### src/rtl/synth_cfg_loader.sv
// synth_cfg_loader: byte-serial configuration loader for the synth core.
//
// Address/data bytes arrive on asynchronous pins and are synchronised into clk.
// Data bytes land in a shadow bank. A commit request copies the whole shadow
// bank to the active bank on the next sequencer frame boundary, so the synth
// datapath never sees a half-updated parameter set inside a frame.
//
// Optional feature: define SYNTH_CFG_READBACK_EN to build a registered
// readback port (rd_data = shadow[addr], or 0 when addr is out of range).
// Without the macro rd_data is tied to 0 and no readback logic is built.

module synth_cfg_loader #(
    parameter int unsigned NUM_BYTES = 10,
    parameter int unsigned ADDR_BITS = 8
) (
    input  logic                   clk,
    input  logic                   reset,
    input  logic [7:0]             pin_data,
    input  logic                   pin_strobe,
    input  logic                   pin_is_addr,
    input  logic                   pin_commit,
    input  logic                   frame_start,
    output logic [8*NUM_BYTES-1:0] cfg,
    output logic                   commit_pending,
    output logic                   commit_done,
    output logic [7:0]             rd_data
);

    typedef enum logic [0:0] {
        StIdle,
        StPending
    } state_e;

    // Synchroniser stages (s1, s2) and edge-detect stage (s3).
    logic [7:0] data_s1_q, data_s2_q;
    logic       is_addr_s1_q, is_addr_s2_q;
    logic       strobe_s1_q, strobe_s2_q, strobe_s3_q;
    logic       commit_s1_q, commit_s2_q, commit_s3_q;

    // Counts the cycles since reset release until the synchroniser holds real
    // pin values; edges are ignored until then so a pin held high across
    // reset does not look like a fresh rising edge.
    logic [1:0] fill_q;
    logic       sync_ready;

    logic       strobe_evt;
    logic       commit_evt;

    logic [ADDR_BITS-1:0] addr_q, addr_d;
    logic [7:0]           shadow_q [NUM_BYTES];
    logic [7:0]           shadow_d [NUM_BYTES];
    logic [7:0]           active_q [NUM_BYTES];
    logic [7:0]           active_d [NUM_BYTES];

    state_e state_q, state_d;
    logic   copy;
    logic   done_q;

    // Pin synchronisers, edge flops and fill counter.
    always_ff @(posedge clk) begin
        if (reset) begin
            data_s1_q    <= 8'h00;
            data_s2_q    <= 8'h00;
            is_addr_s1_q <= 1'b0;
            is_addr_s2_q <= 1'b0;
            strobe_s1_q  <= 1'b0;
            strobe_s2_q  <= 1'b0;
            strobe_s3_q  <= 1'b0;
            commit_s1_q  <= 1'b0;
            commit_s2_q  <= 1'b0;
            commit_s3_q  <= 1'b0;
            fill_q       <= 2'd0;
        end else begin
            data_s1_q    <= pin_data;
            data_s2_q    <= data_s1_q;
            is_addr_s1_q <= pin_is_addr;
            is_addr_s2_q <= is_addr_s1_q;
            strobe_s1_q  <= pin_strobe;
            strobe_s2_q  <= strobe_s1_q;
            strobe_s3_q  <= strobe_s2_q;
            commit_s1_q  <= pin_commit;
            commit_s2_q  <= commit_s1_q;
            commit_s3_q  <= commit_s2_q;
            if (fill_q != 2'd3) begin
                fill_q <= fill_q + 2'd1;
            end
        end
    end

    // Rising-edge events on the synchronised strobe and commit pins.
    always_comb begin
        sync_ready = (fill_q == 2'd3);
        strobe_evt = sync_ready && strobe_s2_q && !strobe_s3_q;
        commit_evt = sync_ready && commit_s2_q && !commit_s3_q;
    end

    // Address pointer and shadow bank next state; out-of-range writes match
    // no entry and are dropped, but the pointer still advances.
    always_comb begin
        addr_d   = addr_q;
        shadow_d = shadow_q;
        if (strobe_evt) begin
            if (is_addr_s2_q) begin
                addr_d = ADDR_BITS'(data_s2_q);
            end else begin
                for (int unsigned i = 0; i < NUM_BYTES; i++) begin
                    if (addr_q == ADDR_BITS'(i)) begin
                        shadow_d[i] = data_s2_q;
                    end
                end
                addr_d = addr_q + ADDR_BITS'(1);
            end
        end
    end

    // Commit FSM: next state and the frame-aligned copy strobe.
    always_comb begin
        state_d = state_q;
        copy    = 1'b0;
        unique case (state_q)
            StIdle: begin
                if (commit_evt) begin
                    state_d = StPending;
                end
            end
            StPending: begin
                // Commit events seen here are absorbed into this copy.
                if (frame_start) begin
                    copy    = 1'b1;
                    state_d = StIdle;
                end
            end
            default: state_d = StIdle;
        endcase
    end

    // Active bank next state; the copy takes the pre-write shadow contents.
    always_comb begin
        active_d = active_q;
        if (copy) begin
            active_d = shadow_q;
        end
    end

    // Address, banks, FSM state and commit_done pulse.
    always_ff @(posedge clk) begin
        if (reset) begin
            addr_q  <= '0;
            state_q <= StIdle;
            done_q  <= 1'b0;
            for (int unsigned i = 0; i < NUM_BYTES; i++) begin
                shadow_q[i] <= 8'h00;
                active_q[i] <= 8'h00;
            end
        end else begin
            addr_q   <= addr_d;
            state_q  <= state_d;
            done_q   <= copy;
            shadow_q <= shadow_d;
            active_q <= active_d;
        end
    end

    // Flatten the active bank onto the cfg bus, byte k at [8k+7:8k].
    always_comb begin
        cfg = '0;
        for (int unsigned i = 0; i < NUM_BYTES; i++) begin
            cfg[8*i +: 8] = active_q[i];
        end
    end

    assign commit_pending = (state_q == StPending);
    assign commit_done    = done_q;

`ifdef SYNTH_CFG_READBACK_EN
    logic [7:0] rd_d, rd_q;

    // Readback mux looks at next-state values so rd_data tracks a write or
    // address change one cycle after its event cycle.
    always_comb begin
        rd_d = 8'h00;
        for (int unsigned i = 0; i < NUM_BYTES; i++) begin
            if (addr_d == ADDR_BITS'(i)) begin
                rd_d = shadow_d[i];
            end
        end
    end

    // Readback register.
    always_ff @(posedge clk) begin
        if (reset) begin
            rd_q <= 8'h00;
        end else begin
            rd_q <= rd_d;
        end
    end

    assign rd_data = rd_q;
`else
    assign rd_data = 8'h00;
`endif

endmodule

### config.mk
export PLATFORM = sky130hd
export DESIGN_NAME = synth_cfg_loader
export DESIGN_NICKNAME = d
export VERILOG_FILES = /design/src/rtl/synth_cfg_loader.sv
export SDC_FILE = /design/constraint.sdc
export NUM_CORES = 1
export LEC_CHECK = 0
export CAP_MARGIN = 20
export CORE_MARGIN = 1
export CORE_UTILIZATION = 30
export CTS_BUF_LIST = sky130_fd_sc_hd__clkbuf_4
export DETAILED_ROUTE_END_ITERATION = 10
export PLACE_DENSITY_LB_ADDON = 0.1
export SYNTH_ARGS = -nofsm -noshare
export SYNTH_HDL_FRONTEND = slang
export SYNTH_SLANG_ARGS = --single-unit
### constraint.sdc
create_clock -name clk -period 1.9 [get_ports clk]
set_clock_uncertainty 0.1 [all_clocks]
set_input_delay 0.38 -clock clk [delete_from_list [all_inputs] [get_ports clk]]
set_output_delay 0.38 -clock clk [all_outputs]
set_load 0.05 [all_outputs]
After elaboration in Yosys (flattened, before gate mapping). Cells that the tools add are included.

Add/subtract/negate cells: 2. Divide/modulo/power cells: 0. Reduce and logical (&&, ||, !) cells: 17. $mul: 0. Eq/ne operators: 11. Mux-type cells: 6. Shift-type cells: 0. $lt $le $gt $ge: 0. Bitwise logic cells: 2.

Operators by type and width (number): 8-bit by 3-bit == test with 1-bit output, second input constant (4); 3-bit AND reduction (10); 8-bit by 2-bit == test with 1-bit output, second input constant (2); 8-bit by 4-bit == test with 1-bit output, second input constant (2); 8-bit by 1-bit adder with 8-bit output, second input constant (1); 8-bit by 1-bit == test with 1-bit output, second input constant (1); 8-bit zero test (1); 8-bit 2-to-1 mux (1); 1-bit logical AND (4); 1-bit 2-to-1 mux (4); 2-bit by 1-bit adder with 2-bit output, second input constant (1); 2-bit == test, second input constant (1); 1-bit zero test (2); 2-bit inequality test, second input constant (1); 1-bit NOT (2); 1-bit one-hot mux with 2 select lines (1).

Memories: 0. Memory bits (read-only): 0. Register bits: 196. RAM bits: 0. Input port bits: 14. Bits in latches: 0. Output and inout port bits: 90.

Longest topological paths before layout. Gate-level depths: netlist (run 1).

Word-level depth: 5. Mapped depth: 7. Mapped depth without buffers: 4.

Worst setup path before layout (run 1). OpenSTA, ideal clock, no wires.

Path type: register to register. Start: register state_q (netlist: commit_pending). End: register active_q (netlist bit cfg[10]). Path buffers: 2. Required time: 1.740 ns. Arrival: 1.448 ns. Cell stages (with the launch flop): 5. Library setup time: 0.060 ns. Path slack: 0.292 ns. Cells stage by stage: dfxtp_1 -> and3_1 -> buf_2 -> clkbuf_1 -> a22o_1.

Word-level cells in the longest chain between the ends: 1.

RTL lines: start, declared (line 55) `state_e state_q, state_d;`; start signal, assigned (line 149) `state_q <= StIdle;`; start signal, assigned (line 157) `state_q <= state_d;`; 1-bit 2-to-1 mux (line 120) `unique case (state_q)`; end signal, assigned (line 160) `active_q <= active_d;`; end, declared (line 52) `logic [7:0] active_q [NUM_BYTES];`.

Every way passes these cells. A chain may end at the register's enable or synchronous reset.

Final worst setup path (run 1).
Start: register addr_q[3]. End: register shadow_q[24] in the netlist's numbering.

Word-level cells in the longest chain between the ends: 2.

RTL lines: start, declared (line 49) `logic [ADDR_BITS-1:0] addr_q, addr_d;`; start signal, assigned (line 156) `addr_q <= addr_d;`; 8-bit by 3-bit == test with 1-bit output (line 107) `if (addr_q == ADDR_BITS'(i)) begin`; 3-bit AND reduction (no source line); end signal, assigned (line 159) `shadow_q <= shadow_d;`; end, declared (line 50) `logic [7:0] shadow_q [NUM_BYTES];`.

Every way passes these cells.

==> impl_metrics.tcl, run 1 <==
set metrics [dict create \
    synth.top_cell.area_share 0.5593 \
    drv_slew 0 \
    synth-compound-area-share 0.1227 \
    grt_max_degree 72 \
    core_mm2 0.02278 \
    clk_path_buf_depth 2 \
    grt_overflow 0 \
    synthesis.area_mm2 0.007015 \
    finalHoldViolCount 0 \
    synth-adder-area-share 0.01070 \
    muxShareOfSynthArea 0.1186 \
    ctsHoldBuffers 0 \
    grt_pass1_wl_um 26070 \
    clk_latency_ns 0.58 \
    portBuffers 95 \
    maxCapViolCount 0 \
    drtIter0Drc 230 \
    relSlewSlack 0.5214 \
    synth_top_family_by_area "simple AND/OR/NAND/NOR gates" \
    final_antenna_net_count 0 \
    period_share 0.9218 \
    cts_tree "yes" \
    cts_inserted_buffers 17 \
    post_cts_buffers 0 \
    drc 0 \
    drt-wirelength-per-cell_um 16.16 \
    nets 722 \
    leakage_nw 3.747 \
    period_minus_slack_ns 1.751 \
    min_path_type "in2reg" \
    max_freq_ghz 0.5709 \
    cts-resized-gates 0 \
    crit_type "reg2reg" \
    synth_simple_gate_area_frac 0.1482 \
    status "finished, final reports clean" \
    syn_area_per_cell_um2 11.58 \
    async_flop_share 0 \
    synth-xor-area-share 0.001248 \
    post-synth-top-count-cell "dfxtp_1" \
    yosysTopAreaCell "dfxtp_1" \
    ioPinCount 104 \
    rsz0062_at_grt "false" \
    layout-drive-gt1-share 0.2171 \
    grt_pass1_vias 4569 \
    floorplan.initialDensity 0.3080 \
    htreeDepth 4 \
    die_area_mm2 0.02400 \
    synth_commonest_cells "dfxtp_1, mux2i_1, a22o_1, nand2_1, nand2b_1" \
    vias 4628 \
    peakVddDrop_mv 0.2360 \
    viasPerCell 4.502 \
    fp.dieH_um 154.9 \
    yosysWarnings 0 \
    crit_path_max_fanout 8 \
    worst_slew_pin_slew_ns 0.7161 \
    synth_cell_type_count 47 \
    critPathLaunchType "register" \
    synth_seq_cells 196 \
    wl_um 16620 \
    setup_viol 0 \
    die_w_um 154.9 \
    ys.flop_type "dfxtp_1" \
    synth_area_leaders "dfxtp_1, mux2i_1, a22o_1" \
    cts.clk_slew.worst_paths_ns 0.16 \
    end_kind "register" \
    clock-sinks 196 \
    powerDensity_mw_per_mm2 772.2 \
    crit_arrival_ns 2.09 \
    grt_usage 0.1438 \
    hpwl_um 11100 \
    synth_edf_count 0 \
    postSynthCellCount 606 \
    rows 55 \
    antenna_found_initial 1 \
    place.gp.congestion 0.7517 \
    area_growth_pct 20.28 \
    yosysSeqAreaShare 0.5593 \
    final.setup.tns_ns 0 \
    clock-root-buffer "clkbuf_4" \
    cp.required_ns 2.24 \
    drt_pass1_iterations 4 \
    holdWs_ns 0.1321 \
]
-- through the flow --
stage | util | total power [mW] | worst slack, ns | cells | instance area [um^2]
final | 0.3704 | 6.516 | 0.1485 | 1028 | 8438
after global routing | 0.3704 | 6.845 | 0.009173 | 1028 | 8438
after CTS | 0.3703 | 6.631 | 0.08580 | 1027 | 8436
after detailed placement | 0.3598 | 4.572 | 0.1216 | 996 | 8197
after global placement | 0.3598 | 4.567 | 0.1740 | 996 | 8197
after floorplan | - | 4.472 | 0.2917 | 613 | 7042
-- power breakdown --
part	switching, mW	leakage, nW	internal (mW)
clock	1.40	0.139	0.636
combinational	0.201	2.02	0.110
sequential	0.0197	1.58	4.15
total	1.62	3.75	4.89
-- kinds of logic (layout without fill, tap and decap cells) --
group | count (synthesis) | after routing
buffers and inverters | 56 | 157
and+or+nand+nor | 161 | 161
xor gates and xnor gates | 1 | 1
adders and majority gates | 6 | 6
muxes | 83 | 83
AOI/OAI and AO/OA | 102 | 102
DFF | 196 | 196
other | 1 | 9
-- layout by cell type, fill, tap and decap left out, types with 4 or more instances in the layout --
| cell type | synthesis | routed |
|---|---|---|
| clkdlybuf4s50_1 | 0 | 12 |
| buf_12 | 0 | 5 |
| inv_1 | 5 | 5 |
| a22o_1 | 80 | 80 |
| o21ai_0 | 5 | 5 |
| nand3_1 | 4 | 4 |
| mux2i_1 | 82 | 82 |
| ha_1 | 6 | 6 |
| nor2_1 | 8 | 8 |
| clkinv_2 | 0 | 7 |
| nor2b_1 | 26 | 26 |
| buf_4 | 9 | 102 |
| dfxtp_1 | 196 | 196 |
| conb_1 | 1 | 8 |
| nand2b_1 | 42 | 42 |
| nand2_1 | 54 | 54 |
| nand4_4 | 10 | 10 |
| clkbuf_4 | 0 | 17 |
-- path summary, 6_finish.rpt --
path	cells after the start	end	slack, ns	from
hold reg to reg	1	data_s2_q[6]	0.34	data_s1_q[6]
setup reg to reg	4	shadow_q[24]	0.15	addr_q[3]
hold / removal	3	addr_q[1]	0.13	reset
setup / recovery	4	shadow_q[24]	0.15	addr_q[3]
-- critical path: stages (launching register included) --
cell,delay (ns)
dfxtp_1,0.42
nor4b_4,0.42
buf_4,0.26
nand4_4,0.23
mux2i_1,0.18
-- layer usage --
metal  track usage  share of wire  vias to the layer above  wire [um]
met5             0              0                        -          0
met3       0.03538          0.037                       12        615
met4       0.04526          0.010                        0        166
li1              -              -                     2317          -
met2        0.2347           0.48                       87       7966
met1        0.1863           0.47                     2212       7866
-- state kept, by name (all words and copies together) (netlist names) --
name	cells
commit_pending	1
commit_done	1
cfg	80
addr_q	8
commit_s1_q	1
is_addr_s1_q	1
strobe_s2_q	1
commit_s3_q	1
commit_s2_q	1
data_s1_q	8
strobe_s1_q	1
strobe_s3_q	1
data_s2_q	8
is_addr_s2_q	1
fill_q	2
shadow_q	80
-- layout make-up --
| type | instances | area (um^2) |
|---|---|---|
| sequential | 196 | 3924 |
| fill | 2264 | 14340 |
| inverter | 6 | 22.52 |
| clock buffer | 17 | 127.6 |
| antenna | 1 | 2.502 |
| timing repair buffer | 120 | 991.0 |
| clock inverter | 14 | 111.4 |
| multi-input combinational | 361 | 2868 |
| tap | 313 | 391.6 |
Power figures use the tool's default switching activity.
==> run 2, diff against run 1 <==
--- a/config.mk
+++ b/config.mk
@@ -6,11 +6,12 @@
 export NUM_CORES = 1
 export LEC_CHECK = 0
 export CAP_MARGIN = 20
-export CORE_MARGIN = 1
+export CORE_MARGIN = 3
 export CORE_UTILIZATION = 30
 export CTS_BUF_LIST = sky130_fd_sc_hd__clkbuf_4
 export DETAILED_ROUTE_END_ITERATION = 10
 export PLACE_DENSITY_LB_ADDON = 0.1
+export RECOVER_POWER = 100
 export SYNTH_ARGS = -nofsm -noshare
 export SYNTH_HDL_FRONTEND = slang
 export SYNTH_SLANG_ARGS = --single-unit
==> constraint.sdc (replaced) <==
create_clock -name clk -period 1.7 [get_ports clk]
set_clock_uncertainty 0.1 [all_clocks]
set_input_delay 0.34 -clock clk [delete_from_list [all_inputs] [get_ports clk]]
set_output_delay 0.34 -clock clk [all_outputs]
set_load 0.05 [all_outputs]
==> impl_metrics.tcl, run 2 (synthesis gave the netlist of run 1 again) <==
set metrics [dict create \
    crit_type "reg2reg" \
    dpl_cell_area_mm2 0.009260 \
    vias 4715 \
    clk_latency_ns 0.56 \
    core_mm2 0.02278 \
    powerDensity_mw_per_mm2 778.9 \
    grt_max_degree 52 \
    wl_um 16490 \
    ctsHoldBuffers 0 \
    die_area_mm2 0.02526 \
    finalHoldViolCount 0 \
    leakage_nw 4.039 \
    maxCapViolCount 0 \
    p_clk_frac 0.326 \
    grt_pass1_wl_um 26730 \
    peakVddDrop_mv 0.3378 \
    htreeDepth 4 \
    drt_pass1_iterations 4 \
    swShare 0.2378 \
    final_area_mm2 0.009573 \
    period_minus_slack_ns 1.616 \
    final_cell_mix "dfxtp_1, buf_12, mux2i_1" \
    rsz0062_at_grt "true" \
    power.total_mw 7.456 \
    max_freq_ghz 0.6190 \
    crit_arrival_ns 1.96 \
    drt-wirelength-per-cell_um 15.84 \
    grt_overflow 0 \
    layout-drive-gt1-share 0.2421 \
    antenna_found_initial 1 \
    cts_inserted_buffers 17 \
    place.gp.congestion 0.7971 \
    drv_slew 0 \
    setup_slack_ns 0.08443 \
    p_int_mw 5.683 \
    final_antenna_net_count 0 \
    grt_usage 0.1331 \
    seq_power_share 0.624 \
    clock-root-buffer "clkbuf_4" \
    critPathLaunchType "register" \
    setup_viol 0 \
    nets 734 \
    cp.required_ns 2.04 \
    period_share 0.9503 \
    min_path_type "in2reg" \
    clock-sinks 196 \
    status "finished, final reports clean" \
    hpwl_um 11860 \
    floorplan.initialDensity 0.3080 \
    viasPerCell 4.529 \
    dpl_worst_slack_ns 0.01166 \
    area_growth_pct 36.45 \
    ioPinCount 104 \
    portBuffers 95 \
    grt_pass1_vias 4684 \
    cts_tree "yes" \
    final_common_cell "dfxtp_1" \
    drc 0 \
    rows 55 \
    die_w_um 158.9 \
    clk_path_buf_depth 2 \
    p_switching_mw 1.773 \
    drtIter0Drc 238 \
    cts.clk_slew.worst_paths_ns 0.15 \
    end_kind "register" \
    pwr-share-comb 0.049 \
    crit_path_max_fanout 8 \
    fp.dieH_um 158.9 \
]
-- run 2: power groups by stage --
stage          logic [mW]  registers, mW  clock network (mW)
5_1_grt             0.400           4.66                2.70
6_report            0.369           4.66                2.43
3_5_place_dp        0.369           4.76                   0
3_3_place_gp        0.364           4.75                   0
2_1_floorplan       0.246           4.75                   0
4_1_cts             0.369           4.66                2.55
-- run 2: final timing paths --
| check | startpoint | end | slack, ns | cells past startpoint |
|---|---|---|---|---|
| worst min register to register | strobe_s1_q | strobe_s2_q | 0.35 | 1 |
| worst max-delay path | strobe_s3_q | shadow_q[57] | 0.08 | 5 |
| worst min-delay path | reset | strobe_s3_q | 0.16 | 3 |
| worst max register to register | strobe_s3_q | shadow_q[57] | 0.08 | 5 |
-- run 2: what timing repair did --
| item | in CTS | in global routing |
|---|---|---|
| pin swaps | 0 | 2 |
| gates resized for setup | 2 | 9 |
| endpoints found under the setup margin | 1 | 74 |
| buffers inserted | 1 | 2 |
-- run 2: final cells by class --
type / instances / area [um^2]
Clock inverter: 13 / 132.6
Antenna cell: 1 / 2.502
Inverter: 6 / 22.52
Timing Repair Buffer: 132 / 2069
Clock buffer: 19 / 142.6
Fill cell: 2163 / 13210
Multi-Input combinational cell: 361 / 2878
Sequential cell: 196 / 3934
Tap cell: 313 / 391.6
-- run 2: layer usage --
layer  global-route usage  vias to the layer above  routed length, um
li1                     -                     2347                  -
met1               0.1689                     2253               7434
met2               0.2256                      103               8303
met3              0.03105                       12                620
met4              0.04099                        0                131
met5                    0                        -                  0
-- run 2: worst max-delay path: stages, from the launching register on --
cell and delay [ns]:
dfxtp_2 0.36, nor4b_4 0.29, buf_4 0.19, buf_12 0.15, nand4_4 0.23, mux2i_1 0.19
-- run 2: per-stage QoR --
stage | hold WS [ns] | util | TNS [ns] | std cells
after floorplan | 0.3138 | - | 0 | 613
after detailed placement | 0.3281 | 0.4065 | 0 | 1006
after CTS | 0.09601 | 0.4188 | 0 | 1038
final | 0.1634 | 0.4203 | 0 | 1041
after global routing | 0.1260 | 0.4203 | -0.007480 | 1041
after global placement | 0.3252 | 0.4065 | 0 | 1006
==> run 3, diff against run 2 <==
==> constraint.sdc (replaced) <==
create_clock -name clk -period 1.7 [get_ports clk]
set_clock_uncertainty 0.1 [all_clocks]
set_input_delay 0.51 -clock clk [delete_from_list [all_inputs] [get_ports clk]]
set_output_delay 0.51 -clock clk [all_outputs]
set_load 0.05 [all_outputs]
==> impl_metrics.tcl, run 3 (synthesis gave the netlist of run 1 again) <==
set metrics [dict create \
    die_area_mm2 0.02526 \
    critPathTopFamily "flip-flops" \
    drt_pass1_iterations 4 \
    layout-drive-gt1-share 0.3541 \
    htreeDepth 4 \
    powerDensity_mw_per_mm2 780.7 \
    clk_path_buf_depth 2 \
    hpwl_um 11560 \
    clock-root-buffer "clkbuf_4" \
    max_freq_ghz 0.5809 \
    finalHoldViolCount 0 \
    leakage_nw 4.145 \
    final_cells 1051 \
    floorplan.initialDensity 0.3080 \
    cts.clk_slew.worst_paths_ns 0.17 \
    cts_inserted_buffers 17 \
    crit_chain "buf_12" \
    portBuffers 95 \
    p_int_mw 5.815 \
    grt_pass1_wl_um 26400 \
    drt-wirelength-per-cell_um 15.50 \
    cpPeakStageDelay_ns 0.40 \
    vias 4710 \
    timing.critical_path.buf_inv 1 \
    pwr-share-comb 0.050 \
    dpl_cell_area_mm2 0.009358 \
    period_share 1.013 \
    violations "setup timing" \
    grt_pass1_vias 4757 \
    critical_path.slowest_cell "dfxtp_2" \
    grt_overflow 0 \
    end_kind "output pin" \
    setup_slack_ns -0.02142 \
    drtIter0Drc 251 \
    antenna_found_initial 1 \
    fin_util 0.4337 \
    rows 55 \
    crit_type "reg2out" \
    fp.dieH_um 158.9 \
    clock-sinks 196 \
    die_w_um 158.9 \
    drv_slew 0 \
    grt_usage 0.1307 \
    drc 0 \
    p_clk_frac 0.350 \
    area_growth_pct 40.82 \
    fillers 2156 \
    setup_viol 46 \
    final_area_mm2 0.009879 \
    core_mm2 0.02278 \
    met1_length_um 7486 \
    ioPinCount 104 \
    final_common_cell "dfxtp_1" \
    cts_tree "yes" \
    crit_arrival_ns 1.11 \
    final_antenna_net_count 0 \
    met2_length_um 7989 \
    peakVddDrop_mv 0.3614 \
    critPathLaunchType "register" \
    route.met3.wl_um 615 \
    cp.required_ns 1.09 \
    clk_latency_ns 0.57 \
    top_layer "met4" \
    nets 744 \
    viasPerCell 4.481 \
    p_switching_mw 1.899 \
    holdWs_ns 0.3536 \
    seq_power_share 0.600 \
    relSlewSlack 0.3604 \
    rsz0062_at_grt "true" \
    period_minus_slack_ns 1.721 \
    status "finished, violations left" \
    min_path_type "reg2reg" \
    wl_um 16290 \
    place.gp.congestion 0.7987 \
    worst_slew_pin_slew_ns 0.9594 \
    grt_max_degree 41 \
    final_cell_mix "dfxtp_1, buf_12, mux2i_1" \
    crit_path_max_fanout 2 \
    swShare 0.2461 \
    maxCapViolCount 0 \
    dpl.cell_count 1009 \
]
[run 3: layer usage]
| metal | global-route usage | vias to the layer above |
|---|---|---|
| met5 | 0 | - |
| met2 | 0.2223 | 81 |
| met3 | 0.03209 | 11 |
| met1 | 0.1642 | 2256 |
| met4 | 0.04059 | 0 |
| li1 | - | 2362 |
[run 3: per-stage QoR]
stage               TNS (ns)  setup slack, ns  power (mW)
global placement      -9.684          -0.1394       5.124
floorplan                  0          0.09174       4.998
CTS                   -4.804         -0.08477       7.841
global route          -11.59          -0.1188       8.028
finish               -0.3793         -0.02142       7.713
detailed placement    -11.71          -0.1667       5.135
[run 3: cell type report]
type | instances | area [um^2] | share of cell area
clock inverters | 15 | 197.7 | 0.02001
repair buffers | 142 | 2175 | 0.2201
well taps | 313 | 391.6 | 0.03964
flip-flops and latches | 196 | 4078 | 0.4127
inverters | 6 | 22.52 | 0.002280
clock buffers | 17 | 127.6 | 0.01292
multi-input cells | 361 | 2885 | 0.2920
diodes | 1 | 2.502 | 0.0002533
[run 3: path summary, 6_finish.rpt]
path / cells past startpoint / start / slack, ns / endpoint
max: 1 / cfg[74] / -0.02 / cfg[74]
min: 1 / is_addr_s1_q / 0.35 / is_addr_s2_q
max reg2reg: 5 / addr_q[3] / 0.01 / shadow_q[68]
min reg2reg: 1 / is_addr_s1_q / 0.35 / is_addr_s2_q
[run 3: timing repair]
action,CTS,global route
pin swaps,1,4
cloned,0,1
gates resized for setup,97,14
hold buffers,0,0
buffers inserted,4,4
setup endpoints to repair,105,133
[run 3: power by group through the flow]
| stage | Combinational, mW | Sequential (mW) | Clock (mW) |
|---|---|---|---|
| 6_report | 0.383 | 4.63 | 2.70 |
| 3_5_place_dp | 0.378 | 4.76 | 0 |
| 3_3_place_gp | 0.369 | 4.75 | 0 |
| 2_1_floorplan | 0.246 | 4.75 | 0 |
| 5_1_grt | 0.415 | 4.64 | 2.98 |
| 4_1_cts | 0.382 | 4.64 | 2.82 |
